--- config.mk ---
export PLATFORM = sky130hd
export DESIGN_NAME = reg_file_scoreboard
export DESIGN_NICKNAME = d
export VERILOG_FILES = /design/src/rtl/reg_file_scoreboard_pkg.sv /design/src/rtl/reg_file_scoreboard_rf_read_port.sv /design/src/rtl/reg_file_scoreboard.sv
export SDC_FILE = /design/constraint.sdc
export NUM_CORES = 1
export LEC_CHECK = 0
export ABC_AREA = 0
export CORE_MARGIN = 3
export CORE_UTILIZATION = 36
export DETAILED_ROUTE_END_ITERATION = 8
export PLACE_DENSITY_LB_ADDON = 0.12
export SLEW_MARGIN = 10
export SYNTH_ARGS = -nofsm -noshare
export SYNTH_HDL_FRONTEND = slang
export SYNTH_SLANG_ARGS = --single-unit
--- constraint.sdc ---
create_clock -name clk -period 3.5 [get_ports clk]
set_clock_uncertainty 0.15 [all_clocks]
set_input_delay 0.525 -clock clk [delete_from_list [all_inputs] [get_ports clk]]
set_output_delay 0.525 -clock clk [all_outputs]
set_load 0.02 [all_outputs]
--- src/rtl/reg_file_scoreboard_pkg.sv ---
// Shared types and sizes for the decode-stage register file and its busy scoreboard.
package reg_file_scoreboard_pkg;

    localparam int unsigned DATA_W   = 16;
    localparam int unsigned NUM_REGS = 8;
    localparam int unsigned SEL_W    = 3;

    typedef logic [SEL_W-1:0]    reg_idx_t;
    typedef logic [DATA_W-1:0]   data_t;
    typedef data_t [NUM_REGS-1:0] rf_arr_t;
    typedef logic [NUM_REGS-1:0] reg_mask_t;

    // One-hot mask with only bit idx set.
    function automatic reg_mask_t idx_onehot(input reg_idx_t idx);
        return reg_mask_t'(1) << idx;
    endfunction

endpackage

--- src/rtl/reg_file_scoreboard_rf_read_port.sv ---
// One combinational read port: writeback bypass in front of an 8:1 bitwise AND-OR select.
module rf_read_port
    import reg_file_scoreboard_pkg::*;
(
    input  rf_arr_t  i_regs,
    input  reg_idx_t i_sel,
    input  logic     i_byp_en,
    input  logic     i_wr_en,
    input  reg_idx_t i_wr_sel,
    input  data_t    i_wr_data,
    output data_t    o_data
);

    reg_mask_t w_sel_oh;
    data_t     w_mux;
    logic      w_byp_hit;

    assign w_sel_oh = idx_onehot(i_sel);

    // Bitwise 8:1 mux: mask each entry with its select bit and OR together.
    always_comb begin
        w_mux = '0;
        for (int unsigned i = 0; i < NUM_REGS; i++) begin
            w_mux = w_mux | (i_regs[i] & {DATA_W{w_sel_oh[i]}});
        end
    end

    assign w_byp_hit = i_byp_en & i_wr_en & (i_wr_sel == i_sel);
    assign o_data    = w_byp_hit ? i_wr_data : w_mux;

endmodule

--- src/rtl/reg_file_scoreboard.sv ---
// Architectural register file (8x16, 2R/1W) with a per-register busy scoreboard
// that stalls decode on RAW and WAW hazards.
module reg_file_scoreboard
    import reg_file_scoreboard_pkg::*;
(
    input  logic      clk,
    input  logic      rst_n,
    input  reg_idx_t  rd_sel1,
    input  logic      rd_use1,
    output data_t     rd_data1,
    input  reg_idx_t  rd_sel2,
    input  logic      rd_use2,
    output data_t     rd_data2,
    input  logic      wr_en,
    input  reg_idx_t  wr_sel,
    input  data_t     wr_data,
    input  logic      iss_en,
    input  reg_idx_t  iss_dst,
    input  logic      flush,
    output logic      stall,
    output reg_mask_t busy_vec
);

    rf_arr_t   r_regs;
    reg_mask_t r_busy;

    reg_mask_t w_wr_mask;
    reg_mask_t w_busy_eff;
    reg_mask_t w_busy_nxt;
    logic      w_iss_acc;

    always_ff @(posedge clk or negedge rst_n) begin
        if (!rst_n) begin
            r_regs <= '0;
        end else if (wr_en) begin
            r_regs[wr_sel] <= wr_data;
        end
    end

    // Bypass is gated by rst_n so reads stay zero while reset is held.
    rf_read_port u_rd1 (
        .i_regs    (r_regs),
        .i_sel     (rd_sel1),
        .i_byp_en  (rst_n),
        .i_wr_en   (wr_en),
        .i_wr_sel  (wr_sel),
        .i_wr_data (wr_data),
        .o_data    (rd_data1)
    );

    rf_read_port u_rd2 (
        .i_regs    (r_regs),
        .i_sel     (rd_sel2),
        .i_byp_en  (rst_n),
        .i_wr_en   (wr_en),
        .i_wr_sel  (wr_sel),
        .i_wr_data (wr_data),
        .o_data    (rd_data2)
    );

    // A register whose writeback lands this cycle is no longer a hazard.
    assign w_wr_mask  = wr_en ? idx_onehot(wr_sel) : '0;
    assign w_busy_eff = r_busy & ~w_wr_mask;

    assign stall = (rd_use1 & w_busy_eff[rd_sel1])
                 | (rd_use2 & w_busy_eff[rd_sel2])
                 | (iss_en  & w_busy_eff[iss_dst]);

    assign w_iss_acc = iss_en & ~stall & ~flush;

    // Flush beats everything; otherwise clear on writeback, then set on issue.
    always_comb begin
        w_busy_nxt = r_busy;
        if (flush) begin
            w_busy_nxt = '0;
        end else begin
            w_busy_nxt = w_busy_nxt & ~w_wr_mask;
            if (w_iss_acc) begin
                w_busy_nxt = w_busy_nxt | idx_onehot(iss_dst);
            end
        end
    end

    always_ff @(posedge clk or negedge rst_n) begin
        if (!rst_n) begin
            r_busy <= '0;
        end else begin
            r_busy <= w_busy_nxt;
        end
    end

    assign busy_vec = r_busy;

endmodule

# Word level (Yosys, flattened, before mapping)
# Cells that the tools add are included.
# word_totals
output_inout_bits	41
register_bits	136
# classes
shift	4
magnitude_cmp	5
bitwise	45
reduce_logical	1
mux	14
n_eq_ne	2
# ops
operator	n
$and A16 B16 Y16	16
$or A16 B16 Y16	14
$bwmux W128	1
$demux W16 S3	1
$mux W16	3
$shl A1 B3 Y8 const A	4
$mux W8	3
$lt A3 B4 Y1 const B	4
$bmux W1 S3	3
$and A1 B1 Y1	8
$and A8 B8 Y8	1
$not A8 Y8	1
$or A8 B8 Y8	1
$eq A3 B3 Y1	2
$ge A3 B1 Y1 const B	1
$mux W1	3
$not A1 Y1	2
$or A1 B1 Y1	2
$logic_and A1 B1 Y1	1

# Longest topological paths before layout
# Gate-level depths: netlist of run 1.
# logic_depth
word_depth	14
mapped_depth	8
depth_no_buf	5

# Hierarchy
# From an unflattened synthesis of run 1, not the netlist that was laid out.
# unflattened
cells_unflattened	726
hier_area_um2	8008.9
# modules_own_cells
mod	cells_per_inst	instances	area_per_inst_um2
reg_file_scoreboard	390	1	5459.0
rf_read_port	168	2	1275.0

# Least setup slack after synthesis of run 1
# OpenSTA, ideal clock, no wires.
# synth_timing
kind	input to output
start	input port rd_sel2[2]
end	output port rd_data2[9]
path_stages	6
n_path_buf	4
arrival_ps	2146
path_slack_ps	679
cell_sequence	clkbuf_1 buf_2 buf_1 buf_1 a222oi_1 o21ai_0
# synth_between
elab_chain_cells	10
word_cells_on_any_way	19
cone_classes	1 x eq/ne; 1 x shift; 1 x mux; 16 x bitwise
# synth_rtl
item	line	source
start, declared	reg_file_scoreboard.sv:11	input reg_idx_t rd_sel2,
$shl A1 B3 Y8	reg_file_scoreboard_pkg.sv:15	return reg_mask_t'(1) << idx;
$and A16 B16 Y16	reg_file_scoreboard_rf_read_port.sv:24	w_mux = w_mux | (i_regs[i] & {DATA_W{w_sel_oh[i]}});
$or A16 B16 Y16 (7 in a row)	reg_file_scoreboard_rf_read_port.sv:24	
$mux W16 (*)	reg_file_scoreboard_rf_read_port.sv:29	assign o_data = w_byp_hit ? i_wr_data : w_mux;
end, declared	reg_file_scoreboard.sv:13	output data_t rd_data2,
# Every way passes the cells marked *; elsewhere a longest branch is shown, timed or not.

# Worst setup path in the final report of run 1
# layout_timing
start	input port wr_en
end	output port rd_data2[2]
# layout_between
elab_chain_cells	3
# layout_rtl
item	line	source
start, declared	reg_file_scoreboard.sv:14	input logic wr_en,
$and A1 B1 Y1 (2 in a row)	reg_file_scoreboard_rf_read_port.sv:28	assign w_byp_hit = i_byp_en & i_wr_en & (i_wr_sel == i_sel);
$mux W16	reg_file_scoreboard_rf_read_port.sv:29	
# No other way between the ends.

==> qor.yml, run 1 <==
outcome:
  status: "finished clean"
routing:
  drtIter0Drc: 631
  wl_met2_um: 12400
  wl_met3_um: 2020
  top_layer: "met4"
  drt-total-wl_um: 27300
  first_pass_iters: 5
  via_count: 7026
  routed_via_density: 5.85
  met1Wirelength_um: 12000
  avgRoutedWirePerCell_um: 22.7
  drc: 0
  ant_nets: 0
grt:
  grt.total_usage_pct: 23.2
  grt_max_degree: 81
  grt_pass1_vias: 7223
  antenna_found_initial: 0
  grt_pass1_wl_um: 43100
  grt-ovfl-total: 0
yosys:
  syn_area_um2: 8030
  netlist_instances: 810
  ys_warn_count: 0
  synth_nets: 845
  ys_ff_latch: 136
  synth-seq-area-share_pct: 42.4
  synth-edff-count: 0
  async_flop_share_pct: 100
  synth.distinct_cells: 56
  avgSynthCellArea_um2: 9.91
  ys.flop_type: "dfrtp_1"
worst_setup_path:
  start_kind: "primary input"
  end_kind: "primary output"
  critPathArrivalTime_ps: 2700
  critPathKind: "primary input to primary output"
  rr_worst_depth: 5
  startpoint: "wr_en"
  r2r-start: "busy_vec[1]"
  crit_fanout: 10
  cp_data_required_time_ps: 2820
timing:
  max_freq_ghz: 0.296
  slew_viol_final: 0
  post-route-min-period_ps: 3380
  setup_viol: 0
  finalCritPeriodShare_pct: 96.5
  tns_ps: 0
  worstMarginPinSlew_ps: 1070
  whs_ps: 88.0
  rsz0062_at_grt: "no"
  maxSlewHeadroom_pct: 28.8
  finalHoldViolCount: 0
floorplanning:
  core_area_um2: 21500
  start_util_pct: 37.4
  fp.dieW_um: 155
  ios: 76
  chipHeight_um: 155
  die_area_um2: 24100
  rows: 53
final_layout:
  fin_nets: 949
  fin_cells: 1202
  drive_gt1_share_pct: 26.0
  syn2layout_area_growth_pct: 26.0
  finish.utilization_pct: 47.1
  insertedDiodeCount: 0
power:
  swShare_pct: 30.4
  switching_power_mw: 1.55
  seq_power_share_pct: 42.0
  power_mw: 5.10
  power_leakage_nw: 4.57
  ir_worst_vdd_mv: 0.324
  p_int_mw: 3.55
  clock_power_share_pct: 32.4
  power_per_cell_area_nw_per_um2: 504
  pwr-share-comb_pct: 25.6
clock_tree:
  cts.clk_slew.worst_paths_ps: 60
  cts_buffers: 17
  clockRootBuffer: "clkbuf_16"
  cts_hold_buf: 0
  clock_sinks: 136
  cts_max_path_buffers: 2
  cts_tree: "yes"
  clk_latency_ps: 420
  htreeDepth: 4
worst_hold_path:
  hold_path_class: "primary input to asynchronous set/reset pin"
place:
  dp_hpwl_um: 18300
  place_inst: 1168
  gp_congestion: 0.907
  portBuffers: 75
job:
  cap_violations: 0
## kinds of logic after synthesis
group	after synthesis	share of synthesized area (%)
AND/OR/NAND/NOR	292	16.7
AO/OA/AOI/OAI	153	13.1
multiplexers	139	22.7
flip-flops	136	42.4
buffers and inverters	84	4.40
XOR/XNOR	6	0.655
## registers in the layout, summed over array words and instances (netlist names)
signal	count
busy_vec	8
r_regs	128
## area by class of cell
cell class	instances	area, um2
Clock inverter	8	73.8
Fill cell	2008	11400
Inverter	6	22.5
Timing Repair Buffer	163	1480
Clock buffer	24	462
Tap cell	275	344
Multi-Input combinational cell	590	4330
Sequential cell	136	3400
## cell usage after synthesis, drive strengths merged, types with 7 or more instances
master,n,area share [%]
a21oi,20,1.2
a221oi,15,1.6
a22o,11,1.2
a22oi,17,1.6
a31oi,7,0.55
buf,31,1.9
clkbuf,47,2.2
dfrtp,136,42
mux2,84,12
mux2i,29,3.6
mux4,26,7.3
nand2,198,9.3
nand3,13,0.81
nor2,23,1.1
nor2b,16,1.2
o211ai,9,0.84
o21ai,44,2.7
o32ai,7,0.76
## power groups by stage
stage | clock network, mW | logic, mW | registers, mW
5_1_grt | 1.76 | 1.43 | 2.18
2_1_floorplan | 0 | 0.858 | 2.07
4_1_cts | 1.69 | 1.32 | 2.13
3_3_place_gp | 0 | 1.32 | 2.14
3_5_place_dp | 0 | 1.35 | 2.16
6_report | 1.65 | 1.30 | 2.14
## worst paths after layout
kind / to / slack, ps
max in group asynchronous: r_regs[63] / 1550
hold reg to reg: r_regs[113] / 350
setup / recovery: rd_data2[2] / 120
min in group clk: r_regs[113] / 350
setup reg to reg: busy_vec[5] / 1640
hold / removal: r_regs[64] / 90
## metrics by stage
stage / instance area (um2) / setup slack (ps)
floorplan: 8030 / 679
global placement: 9540 / -173
detailed placement: 9540 / -171
CTS: 10100 / 0.553
global route: 10100 / 2.65
finish: 10100 / 123
## worst max-delay path, cell delays in order
cell and delay (ps):
clkdlybuf4s50_1 570, nand2_1 160, or4_1 620, buf_4 220, a31oi_1 250, clkdlybuf4s15_1 350
## placed cells by master (no fill, tap or decap), drive strengths merged, types with 11 or more instances in the layout
cell,n
a21oi,20
dlygate4sd2,18
nand2,198
dlymetal6s2s,13
buf,94
mux4,26
nand3,13
nor2b,16
nor2,23
clkbuf,25
clkdlybuf4s50,36
mux2,84
dfrtp,136
mux2i,29
a221oi,15
a22o,11
o21ai,44
a22oi,17
## metal layers
metal | vias to the layer above | global-route usage [%]
li1 | 3146 | -
met4 | 0 | 9.09
met2 | 305 | 35.9
met1 | 3516 | 32.4
met3 | 59 | 4.20
met5 | - | 0
## timing repair
action | 4_1_cts | 5_1_grt
gates resized for setup | 23 | 17
endpoints found under the setup margin | 25 | 15
pin swaps | 3 | 0
setup buffers | 2 | 0
(Power assumes the default switching activity.)
==> run 2, diff against run 1 <==
- CORE_MARGIN: 3 -> default
- CTS_CLUSTER_DIAMETER: default -> 150
==> qor.yml, run 2 (synthesized netlist as in run 1, its figures left out) <==
outcome:
  status: "finished clean"
worst_setup_path:
  cp_data_required_time_ps: 2820
  end_kind: "primary output"
  crit_fanout: 6
  start_kind: "primary input"
  critPathArrivalTime_ps: 2740
  critPathKind: "primary input to primary output"
clock_tree:
  clk_latency_ps: 420
  clock_sinks: 136
  clockRootBuffer: "clkbuf_16"
  cts_hold_buf: 0
  cts_tree: "yes"
  cts_max_path_buffers: 2
  cts.clk_slew.worst_paths_ps: 60
  htreeDepth: 4
  cts_buffers: 17
routing:
  via_count: 7036
  drc: 0
  drtIter0Drc: 456
  drt-total-wl_um: 27200
  ant_nets: 0
  first_pass_iters: 5
  avgRoutedWirePerCell_um: 22.6
  routed_via_density: 5.84
grt:
  grt-ovfl-total: 0
  grt_pass1_vias: 7143
  grt.total_usage_pct: 25.0
  grt_pass1_wl_um: 42100
  grt_max_degree: 81
  antenna_found_initial: 1
timing:
  maxSlewHeadroom_pct: 31.8
  slew_viol_final: 0
  post-route-min-period_ps: 3420
  tns_ps: 0
  finalHoldViolCount: 0
  worstMarginPinSlew_ps: 1020
  rsz0062_at_grt: "no"
  max_freq_ghz: 0.293
  finalCritPeriodShare_pct: 97.7
  setup_viol: 0
final_layout:
  drive_gt1_share_pct: 26.0
  nFillCells: 2027
  final_cell_mix: "nand2_1, dfrtp_1, mux2_2, buf_4, o21ai_0"
  final_common_cell: "nand2_1"
  largest_reg_flops: 128
  fin_nets: 946
  syn2layout_area_growth_pct: 27.2
  top_register: "r_regs"
  fin_cells: 1205
floorplanning:
  fp.dieW_um: 151
  chipHeight_um: 151
  start_util_pct: 36.8
  rows: 54
  core_area_um2: 21800
  ios: 76
  die_area_um2: 22900
power:
  power_leakage_nw: 4.57
  ir_worst_vdd_mv: 0.370
  power_per_cell_area_nw_per_um2: 543
worst_hold_path:
  hold_path_class: "primary input to asynchronous set/reset pin"
place:
  dp_hpwl_um: 18400
  portBuffers: 75
  gp_congestion: 0.826
  place_inst: 1171
job:
  cap_violations: 0
==> run 2: layer usage <==
layer	up-vias	global-route usage, %	routed length, um
met2	315	40.2	12900
li1	3147	-	-
met5	-	0	0
met1	3523	33.1	11700
met3	51	4.76	1790
met4	0	10.1	805
==> run 2: timing repair <==
| item | 4_1_cts | 5_1_grt |
|---|---|---|
| gates resized for setup | 24 | 11 |
| buffers inserted | 1 | 0 |
| setup endpoints to repair | 24 | 9 |
| pin swaps | 0 | 1 |
==> run 2: stage by stage <==
step	utilization (%)	hold slack (ps)	power [mW]	instance area (um2)	setup slack, ps
after floorplan	-	79.4	2.93	8030	679
after global placement	43.6	324	3.45	9510	-73.3
after detailed placement	43.6	335	3.50	9510	-123
after CTS	46.6	133	5.58	10200	0.555
after global routing	46.8	144	5.81	10200	3.76
final	46.8	85.4	5.54	10200	81.5
==> run 2: worst max-delay path, cell delays in order <==
cell	delay (ps)
clkdlybuf4s50_1	530
xor2_1	230
buf_4	150
nor4_2	250
buf_4	190
a221oi_1	50
a21oi_1	170
clkdlybuf4s50_1	640
==> run 2: path summary, 6_finish.rpt <==
check                       startpoint  cells after the start           to  slack (ps)
min in group clk           r_regs[113]                      2  r_regs[113]         350
min                              rst_n                      2  busy_vec[4]          90
max                          wr_sel[1]                      8  rd_data2[5]          80
max in group asynchronous        rst_n                      3   r_regs[52]        1550
min reg2reg                r_regs[113]                      2  r_regs[113]         350
max reg2reg                busy_vec[1]                      5  busy_vec[4]        1650
==> run 2: power by group <==
| group | total [mW] | switching (mW) | internal [mW] |
|---|---|---|---|
| clock | 2.12 | 0.720 | 1.40 |
| combinational | 1.29 | 0.631 | 0.660 |
| sequential | 2.14 | 0.253 | 1.88 |
==> run 2: area by class of cell <==
| class | instances | area [um2] | share of cell area [%] |
|---|---|---|---|
| clock inverters | 11 | 216 | 2.12 |
| flip-flops and latches | 136 | 3400 | 33.3 |
| repair buffers | 160 | 1440 | 14.1 |
| clock buffers | 21 | 470 | 4.61 |
| multi-input cells | 590 | 4300 | 42.2 |
| inverters | 6 | 22.5 | 0.221 |
| well taps | 280 | 350 | 3.43 |
| diodes | 1 | 2.50 | 0.0245 |
==> run 3, diff against run 2 <==
- SETUP_SLACK_MARGIN: default -> 0.3
==> qor.yml, run 3 (synthesized netlist as in run 1, its figures left out) <==
outcome:
  status: "finished clean"
clock_tree:
  cts_tree: "yes"
  clockRootBuffer: "clkbuf_16"
  cts.clk_slew.worst_paths_ps: 60
  clock_sinks: 136
  cts_max_path_buffers: 2
  cts_hold_buf: 0
  htreeDepth: 4
  cts_buffers: 17
  clk_latency_ps: 430
final_layout:
  largest_reg_flops: 128
  final_common_cell: "nand2_1"
  fin_cells: 1206
  multi_input_area_um2: 4360
  nFillCells: 2022
  finish.instance_area_um2: 10200
  drive_gt1_share_pct: 30.1
  final_cell_mix: "nand2_1, dfrtp_1, mux2_2, buf_4, o21ai_0"
  fin_nets: 947
  seq_area_um2: 3400
  syn2layout_area_growth_pct: 27.0
  top_register: "r_regs"
floorplanning:
  chipHeight_um: 151
  die_area_um2: 22900
  core_area_um2: 21800
  start_util_pct: 36.8
  ios: 76
  rows: 54
  fp.dieW_um: 151
place:
  portBuffers: 75
  placed_area_um2: 9510
  dp_hpwl_um: 18400
  place_inst: 1171
  dpl_worst_slack_ps: -123
  gp_congestion: 0.826
timing:
  post-route-min-period_ps: 3150
  setup_slack_ps: 354
  rsz0062_at_grt: "yes"
  finalHoldViolCount: 0
  finalCritPeriodShare_pct: 89.9
  worstMarginPinSlew_ps: 1030
  setup_viol: 0
  maxSlewHeadroom_pct: 31.4
  slew_viol_final: 0
  max_freq_ghz: 0.318
routing:
  first_pass_iters: 5
  via_count: 7095
  drc: 0
  routed_via_density: 5.88
  avgRoutedWirePerCell_um: 22.9
  drt-total-wl_um: 27600
  drtIter0Drc: 459
  ant_nets: 0
power:
  ir_worst_vdd_mv: 0.374
  power_mw: 5.54
  power_per_cell_area_nw_per_um2: 544
  power_leakage_nw: 4.49
grt:
  antenna_found_initial: 1
  grt.total_usage_pct: 25.3
  grt_pass1_wl_um: 42500
  grt_pass1_vias: 7190
  grt-ovfl-total: 0
  grt_max_degree: 81
worst_setup_path:
  slowest_stage: "or4_4"
  crit_path_end: "rd_data2[14]"
  slowest_delay_ps: 510
  r2r-start: "busy_vec[1]"
  startpoint: "wr_sel[0]"
  cp_data_required_time_ps: 2820
  critPathArrivalTime_ps: 2470
  r2r-end: "busy_vec[5]"
  cp_cell_sequence: "clkdlybuf4s50_1 -> buf_4 -> xor2_1 -> or4_4 -> buf_8 -> a31oi_1 -> clkdlybuf4s15_2"
  rr_worst_depth: 5
  end_kind: "primary output"
  critPathKind: "primary input to primary output"
  start_kind: "primary input"
  regToRegSetupSlack_ps: 1640
  crit_fanout: 16
worst_hold_path:
  hold_path_class: "primary input to asynchronous set/reset pin"
job:
  cap_violations: 0
-- run 3: changes by cell type in the layout (fill, tap and decap cells not counted), sizes merged --
cell / before / now
dlygate4sd2: 22 / 7
clkbuf: 21 / 38
clkdlybuf4s15: 1 / 10
dlymetal6s2s: 9 / 1
buf: 91 / 93
clkdlybuf4s50: 37 / 33
-- run 3: worst max-delay path: cells and delay by family --
kind	cells	cell delay [ps]
xor+xnor	1	190
compound gates	1	190
simple gates	1	510
buf+inv	4	1050
-- run 3: per-layer routing --
metal | track usage [%] | up-vias | wire (um)
met5 | 0 | - | 0
met4 | 10.1 | 0 | 876
met3 | 5.06 | 57 | 1860
met2 | 40.5 | 302 | 13000
met1 | 33.4 | 3588 | 11800
li1 | - | 3148 | -
-- run 3: worst min-delay path by stage --
stage             endpoint         from  depth (start not counted)  slack, ps
2_1_floorplan  busy_vec[0]        rst_n                          0         80
3_3_place_gp    r_regs[83]   r_regs[83]                          2        320
3_5_place_dp   r_regs[113]  r_regs[113]                          2        330
4_1_cts        busy_vec[4]        rst_n                          2        130
5_1_grt        busy_vec[4]        rst_n                          2        140
6_report       busy_vec[4]        rst_n                          2         80
-- run 3: repair_timing --
action,4_1_cts,5_1_grt
pin swaps,1,2
setup endpoints to repair,33,30
cloned,1,0
gates resized for setup,78,49
buffers inserted,1,0
-- run 3: where the power goes --
group | total [mW] | switching (mW) | internal (mW)
clock network | 2.12 | 0.720 | 1.40
logic | 1.29 | 0.642 | 0.647
registers | 2.14 | 0.254 | 1.88
total | 5.54 | 1.62 | 3.93
-- run 3: area by class of cell --
| type | count | share of cell area [%] |
|---|---|---|
| multi-input combinational | 590 | 42.8 |
| antenna | 1 | 0.0246 |
| timing repair buffer | 161 | 13.4 |
| sequential | 136 | 33.4 |
| inverter | 6 | 0.221 |
| tap | 280 | 3.44 |
| clock buffer | 21 | 4.62 |
| clock inverter | 11 | 2.12 |
-- run 3: metrics by stage --
stage	setup TNS, ps	utilization (%)	hold slack, ps
4_1_cts	0	46.9	133
6_report	0	46.7	81.4
3_5_place_dp	-612	43.6	335
3_3_place_gp	-335	43.6	324
2_1_floorplan	0	-	79.4
5_1_grt	0	46.7	144
